File: config.mk
export PLATFORM = sky130hd
export DESIGN_NAME = regfile_dump_reader
export DESIGN_NICKNAME = d
export VERILOG_FILES = /design/src/rtl/regdump_pkg.sv /design/src/rtl/regfile_dump_reader_next_set_bit.sv /design/src/rtl/regfile_dump_reader.sv
export SDC_FILE = /design/constraint.sdc
export NUM_CORES = 1
export LEC_CHECK = 0
export ABC_CLOCK_PERIOD_IN_PS = 3590
export BUFFER_PORTS_ARGS = -buffer_cell sky130_fd_sc_hd__clkbuf_2
export CAP_MARGIN = 10
export CORE_MARGIN = 5
export CORE_UTILIZATION = 51
export CTS_CLUSTER_DIAMETER = 80
export CTS_CLUSTER_SIZE = 24
export DETAILED_ROUTE_END_ITERATION = 12
export PLACE_DENSITY = 0.8
export SYNTH_ARGS = -nofsm -noshare
export SYNTH_HDL_FRONTEND = slang
export SYNTH_HIERARCHICAL = 1
export SYNTH_SLANG_ARGS = --single-unit
export TNS_END_PERCENT = 100
File: constraint.sdc
create_clock -name clk -period 3.59 [get_ports clk]
set_input_delay 0.1795 -clock clk [delete_from_list [all_inputs] [get_ports clk]]
set_output_delay 0.1795 -clock clk [all_outputs]
set_load 0.02 [all_outputs]
File: src/rtl/regdump_pkg.sv
// regdump_pkg: shared types and constants for the register-file dump reader.
//   NUM_REGS / ADDR_W / DATA_W : register count, debug address width, data width
//   CSUM_INDEX                 : dump_index value carried by the checksum beat
//   PC_REG                     : register number whose read returns the 11-bit PC
//   state_t                    : dump sequencer states
package regdump_pkg;

  localparam int NUM_REGS = 16;
  localparam int ADDR_W   = 4;
  localparam int DATA_W   = 32;

  localparam logic [4:0]        CSUM_INDEX = 5'd16;
  localparam logic [ADDR_W-1:0] PC_REG     = 4'd15;

  typedef enum logic [2:0] {
    IDLE,
    ADDR,
    HOLD,
    CSUM,
    FIN
  } state_t;

endpackage

File: src/rtl/regfile_dump_reader_next_set_bit.sv
// next_set_bit: combinational priority finder over the register mask.
// Ports:
//   mask     in   register select mask (bit i selects Ri)
//   cur      in   index of the register most recently addressed
//   first    in   1: search from bit 0; 0: search strictly above cur
//   next_idx out  lowest qualifying set bit (0 when none)
//   found    out  a qualifying set bit exists
module next_set_bit
  import regdump_pkg::*;
(
  input  logic [NUM_REGS-1:0] mask,
  input  logic [ADDR_W-1:0]   cur,
  input  logic                first,
  output logic [ADDR_W-1:0]   next_idx,
  output logic                found
);

  // Scan from the top down so the lowest qualifying bit wins last.
  always_comb begin
    next_idx = '0;
    found    = 1'b0;
    for (int i = NUM_REGS - 1; i >= 0; i--) begin
      if (mask[i] && (first || (ADDR_W'(i) > cur))) begin
        next_idx = ADDR_W'(i);
        found    = 1'b1;
      end
    end
  end

endmodule

File: src/rtl/regfile_dump_reader.sv
// regfile_dump_reader: walks the regfile debug read port over the registers
// selected by reg_mask and streams their contents out as valid/ready beats
// in ascending register order.
// Optional feature macro: REGDUMP_CHECKSUM_EN -- appends one beat
// (dump_index 16) carrying the XOR of all register beats of the dump.
// Ports:
//   clk, rst      clock (rising edge), asynchronous active-high reset
//   start         dump request, honoured only in IDLE
//   reg_mask      register select mask, latched on start acceptance
//   busy          dump in progress
//   reg_addr      regfile debug address
//   reg_output    combinational regfile read data for reg_addr
//   dump_valid / dump_ready / dump_data / dump_index / dump_last  beat stream
//   done          one-cycle completion pulse
//
// state | meaning
// IDLE  | waiting for start
// ADDR  | reg_addr presented, read data captured at the edge
// HOLD  | register beat offered until handshake
// CSUM  | checksum beat offered until handshake (checksum build only)
// FIN   | final busy cycle; done pulses as it returns to IDLE
module regfile_dump_reader
  import regdump_pkg::*;
(
  input  logic                clk,
  input  logic                rst,
  input  logic                start,
  input  logic [NUM_REGS-1:0] reg_mask,
  output logic                busy,
  output logic [ADDR_W-1:0]   reg_addr,
  input  logic [DATA_W-1:0]   reg_output,
  output logic                dump_valid,
  input  logic                dump_ready,
  output logic [DATA_W-1:0]   dump_data,
  output logic [4:0]          dump_index,
  output logic                dump_last,
  output logic                done
);

  state_t              state;
  logic [NUM_REGS-1:0] mask_q;
  logic [NUM_REGS-1:0] nsb_mask;
  logic                nsb_first;
  logic [ADDR_W-1:0]   nsb_next;
  logic                nsb_found;
`ifdef REGDUMP_CHECKSUM_EN
  logic [DATA_W-1:0]   csum;
`endif

  // In IDLE the finder looks at the incoming mask from bit 0; during a dump
  // it looks above the current address in the latched mask.
  assign nsb_first = (state == IDLE);
  assign nsb_mask  = nsb_first ? reg_mask : mask_q;

  next_set_bit u_next_set_bit (
    .mask     (nsb_mask),
    .cur      (reg_addr),
    .first    (nsb_first),
    .next_idx (nsb_next),
    .found    (nsb_found)
  );

  always_ff @(posedge clk or posedge rst) begin
    if (rst) begin
      state      <= IDLE;
      mask_q     <= '0;
      busy       <= 1'b0;
      reg_addr   <= '0;
      dump_valid <= 1'b0;
      dump_data  <= '0;
      dump_index <= '0;
      dump_last  <= 1'b0;
      done       <= 1'b0;
`ifdef REGDUMP_CHECKSUM_EN
      csum       <= '0;
`endif
    end else begin
      done <= 1'b0;
      case (state)
        IDLE: begin
          if (start) begin
            mask_q <= reg_mask;
            busy   <= 1'b1;
`ifdef REGDUMP_CHECKSUM_EN
            csum   <= '0;
`endif
            if (nsb_found) begin
              reg_addr <= nsb_next;
              state    <= ADDR;
            end else begin
`ifdef REGDUMP_CHECKSUM_EN
              dump_valid <= 1'b1;
              dump_data  <= '0;
              dump_index <= CSUM_INDEX;
              dump_last  <= 1'b1;
              state      <= CSUM;
`else
              state      <= FIN;
`endif
            end
          end
        end

        ADDR: begin
          dump_data  <= reg_output;
          dump_index <= {1'b0, reg_addr};
`ifdef REGDUMP_CHECKSUM_EN
          dump_last  <= 1'b0;
`else
          dump_last  <= !nsb_found;
`endif
          dump_valid <= 1'b1;
          state      <= HOLD;
        end

        HOLD: begin
          if (dump_ready) begin
            dump_valid <= 1'b0;
`ifdef REGDUMP_CHECKSUM_EN
            csum       <= csum ^ dump_data;
`endif
            if (nsb_found) begin
              reg_addr <= nsb_next;
              state    <= ADDR;
            end else begin
`ifdef REGDUMP_CHECKSUM_EN
              // Fold in the beat being accepted now; csum lags by one beat.
              dump_valid <= 1'b1;
              dump_data  <= csum ^ dump_data;
              dump_index <= CSUM_INDEX;
              dump_last  <= 1'b1;
              state      <= CSUM;
`else
              state      <= FIN;
`endif
            end
          end
        end

`ifdef REGDUMP_CHECKSUM_EN
        CSUM: begin
          if (dump_ready) begin
            dump_valid <= 1'b0;
            state      <= FIN;
          end
        end
`endif

        FIN: begin
          done  <= 1'b1;
          busy  <= 1'b0;
          state <= IDLE;
        end

        default: state <= IDLE;
      endcase
    end
  end

endmodule

==> results.toml <==
[outcome]
outcome = "finished clean"

[floorplan]
die-area_um2 = 7800
core_area_um2 = 5960
initial_utilization_pct = 52.5
fp.dieH_um = 88.3
fp.dieW_um = 88.3
rows = 28
io_pins = 97

[clocking]
cts_buffer_depth = 2
postCtsHoldBufs = 1
htree_levels = 3
cts_made_buffers = 9
cts.sinks = 63
cts_resized = 0
cts_tree = "yes"
path_clk_slew_ps = 80
clk_latency_ps = 340
post_cts_buffers = 0
root_buffer = "clkbuf_8"

[placement]
hpwl_mm = 4.87
placed_cells = 409
dp_slack_ps = 483
gp_congestion = 0.955
place_area_um2 = 3600
port_buffers = 95

[logic_synthesis]
synthArstFlopShare_pct = 100
synth_top_flop_cell = "dfrtp_1"
synth_area_um2 = 3130
synth_common_cells = "64 x mux2_2, 63 x dfrtp_1, 15 x nor2_1"
avgSynthCellArea_um2 = 12.4
yosysTopAreaCell = "dfrtp_1"
yosys-top-cells-area = "dfrtp_1 50%, mux2_2 23%, mux2_1 3.6%"
ys_seq_elements = 63
yosysUniqueCellTypes = 43
ys_warn_count = 6
synth_top_area_share_pct = 50.4
synth-edff-count = 0
synth.most_common_cell = "mux2_2"
syn_inst = 252
synth_fp_nets = 304
yosysSeqAreaShare_pct = 50.4

[finish]
multi_input_area_um2 = 1410
final_nets = 398
utilization_pct = 64.4
drive_above_1_share_pct = 52.7
postLayoutCellArea_um2 = 3830
syn2layout_area_growth_pct = 22.6
nFillCells = 485
antenna_cells = 0
final_cells = 426
regArea_um2 = 1580

[drt]
viasPerCell = 5.33
drtPass1Iterations = 4
num_vias = 2272
drt_iter0_drc = 104
remaining_drc_errors = 0
avgRoutedWirePerCell_um = 15.6
finalWirelength_mm = 6.64
ant_nets = 0

[timing]
fmax_ghz = 0.321
skew_ps = 9.18
final.setup.tns_ps = 0
fin_ws_ps = 470
min_period_ps = 3120
period_share_pct = 86.9
hold_violations = 0
drv_slew = 0
slew_headroom_pct = 49.0
rsz0062_at_grt = "false"
setup_viol = 0
worst_pin_slew_ps = 766

[global_routing]
grt_start_max_net_pins = 38
grt.total_usage_pct = 18.3
antenna_found_initial = 0
grt_pass1_wl_mm = 11.1
use_met2_pct = 31.2
overflow = 0
grt_use_met1_pct = 22.1
grt_pass1_vias = 2433
met3_usage_pct = 5.03
top_usage_layer = "met2"

[power]
switching_share_pct = 39.3
p_sw_mw = 1.48
power_leakage_nw = 1.79
intPower_mw = 2.29
powerDensity_nw_per_um2 = 983
clockPowerShare_pct = 18.7
power_frac_comb_pct = 47.1
seqPwrFrac_pct = 34.2
worst_ir_drop_vdd_mv = 0.509

[setup_path]
cp-end-kind = "flop"
required_ps = 3810
critPathLaunchType = "flop"
critPathArrivalTime_ps = 3340
path_class = "flop to flop"
critPathMaxFanout = 18

[run]
drv_cap = 0

[hold_path]
hold_path.class = "input pin to flop"
layout by cell type (no fill, tap or decap), types with 5 or more instances in the layout:
| cell type | synthesis | layout |
|---|---|---|
| nand2b_1 | 5 | 5 |
| o21ai_1 | 6 | 6 |
| nor2_1 | 15 | 15 |
| inv_1 | 6 | 5 |
| mux2_1 | 10 | 10 |
| clkbuf_2 | 0 | 95 |
| nand2_1 | 8 | 8 |
| o21ai_0 | 7 | 7 |
| dfrtp_1 | 63 | 63 |
| mux2_2 | 64 | 64 |
| clkbuf_8 | 0 | 9 |
| a21oi_1 | 8 | 8 |
flip-flops by register name, indices dropped and copies added (netlist names):
register and cells:
busy 1, done 1, dump_data 32, dump_index 4, dump_last 1, dump_valid 1, mask_q 16, reg_addr 4
state 3
cell type report:
class	instances	area share (%)
inverter	6	0.587
clock buffer	9	3.23
timing repair buffer	99	13.3
sequential	63	41.1
multi-input combinational	167	36.7
clock inverter	7	2.68
tap	75	2.45
through the flow:
stage	hold slack, ps	power [mW]
global route	53.8	4.03
detailed placement	251	3.09
finish	66.7	3.77
floorplan	314	2.65
global placement	244	3.04
CTS	52.9	3.81
power groups by stage:
stage               Clock, mW  Sequential, mW  Combinational, mW
floorplan                   0            1.49               1.16
global placement            0            1.29               1.75
detailed placement          0            1.31               1.78
CTS                     0.720            1.30               1.79
global route            0.752            1.34               1.94
finish                  0.704            1.29               1.78
layer usage:
layer	up-vias	part of all wire, %	wire (µm)
li1	1090	-	-
met1	1105	40	2680
met2	67	51	3380
met3	10	7.2	479
met4	0	1.5	97
met5	-	0	0
cells by family after synthesis:
group | Yosys count | share of synthesized area (%)
AND/OR/NAND/NOR | 53 | 10.0
AO/OA/AOI/OAI | 38 | 7.84
buffers and inverters | 22 | 4.64
multiplexers | 75 | 27.0
other | 1 | 0.120
flip-flops | 63 | 50.4
final timing paths:
check                               startpoint       endpoint  slack [ps]  cells past startpoint
worst min-delay path            reg_output[14]  dump_data[14]          70                      2
worst max-delay path                  state[0]    reg_addr[1]         470                      9
worst min register to register       mask_q[7]      mask_q[7]         480                      1
max in group asynchronous                  rst      mask_q[4]        2290                      4
min in group asynchronous                  rst  dump_data[29]         420                      3
worst max register to register        state[0]    reg_addr[1]         470                      9
worst max-delay path, stage by stage, from the launching register on:
cell      delay (ps)
dfrtp_1          460
nor3_4           600
buf_4            330
mux2_2           360
a21oi_1          200
nor2_1           100
and4bb_1         300
nand2_1           90
nand3_1          190
mux2_2           360
(Power assumes the default switching activity.)
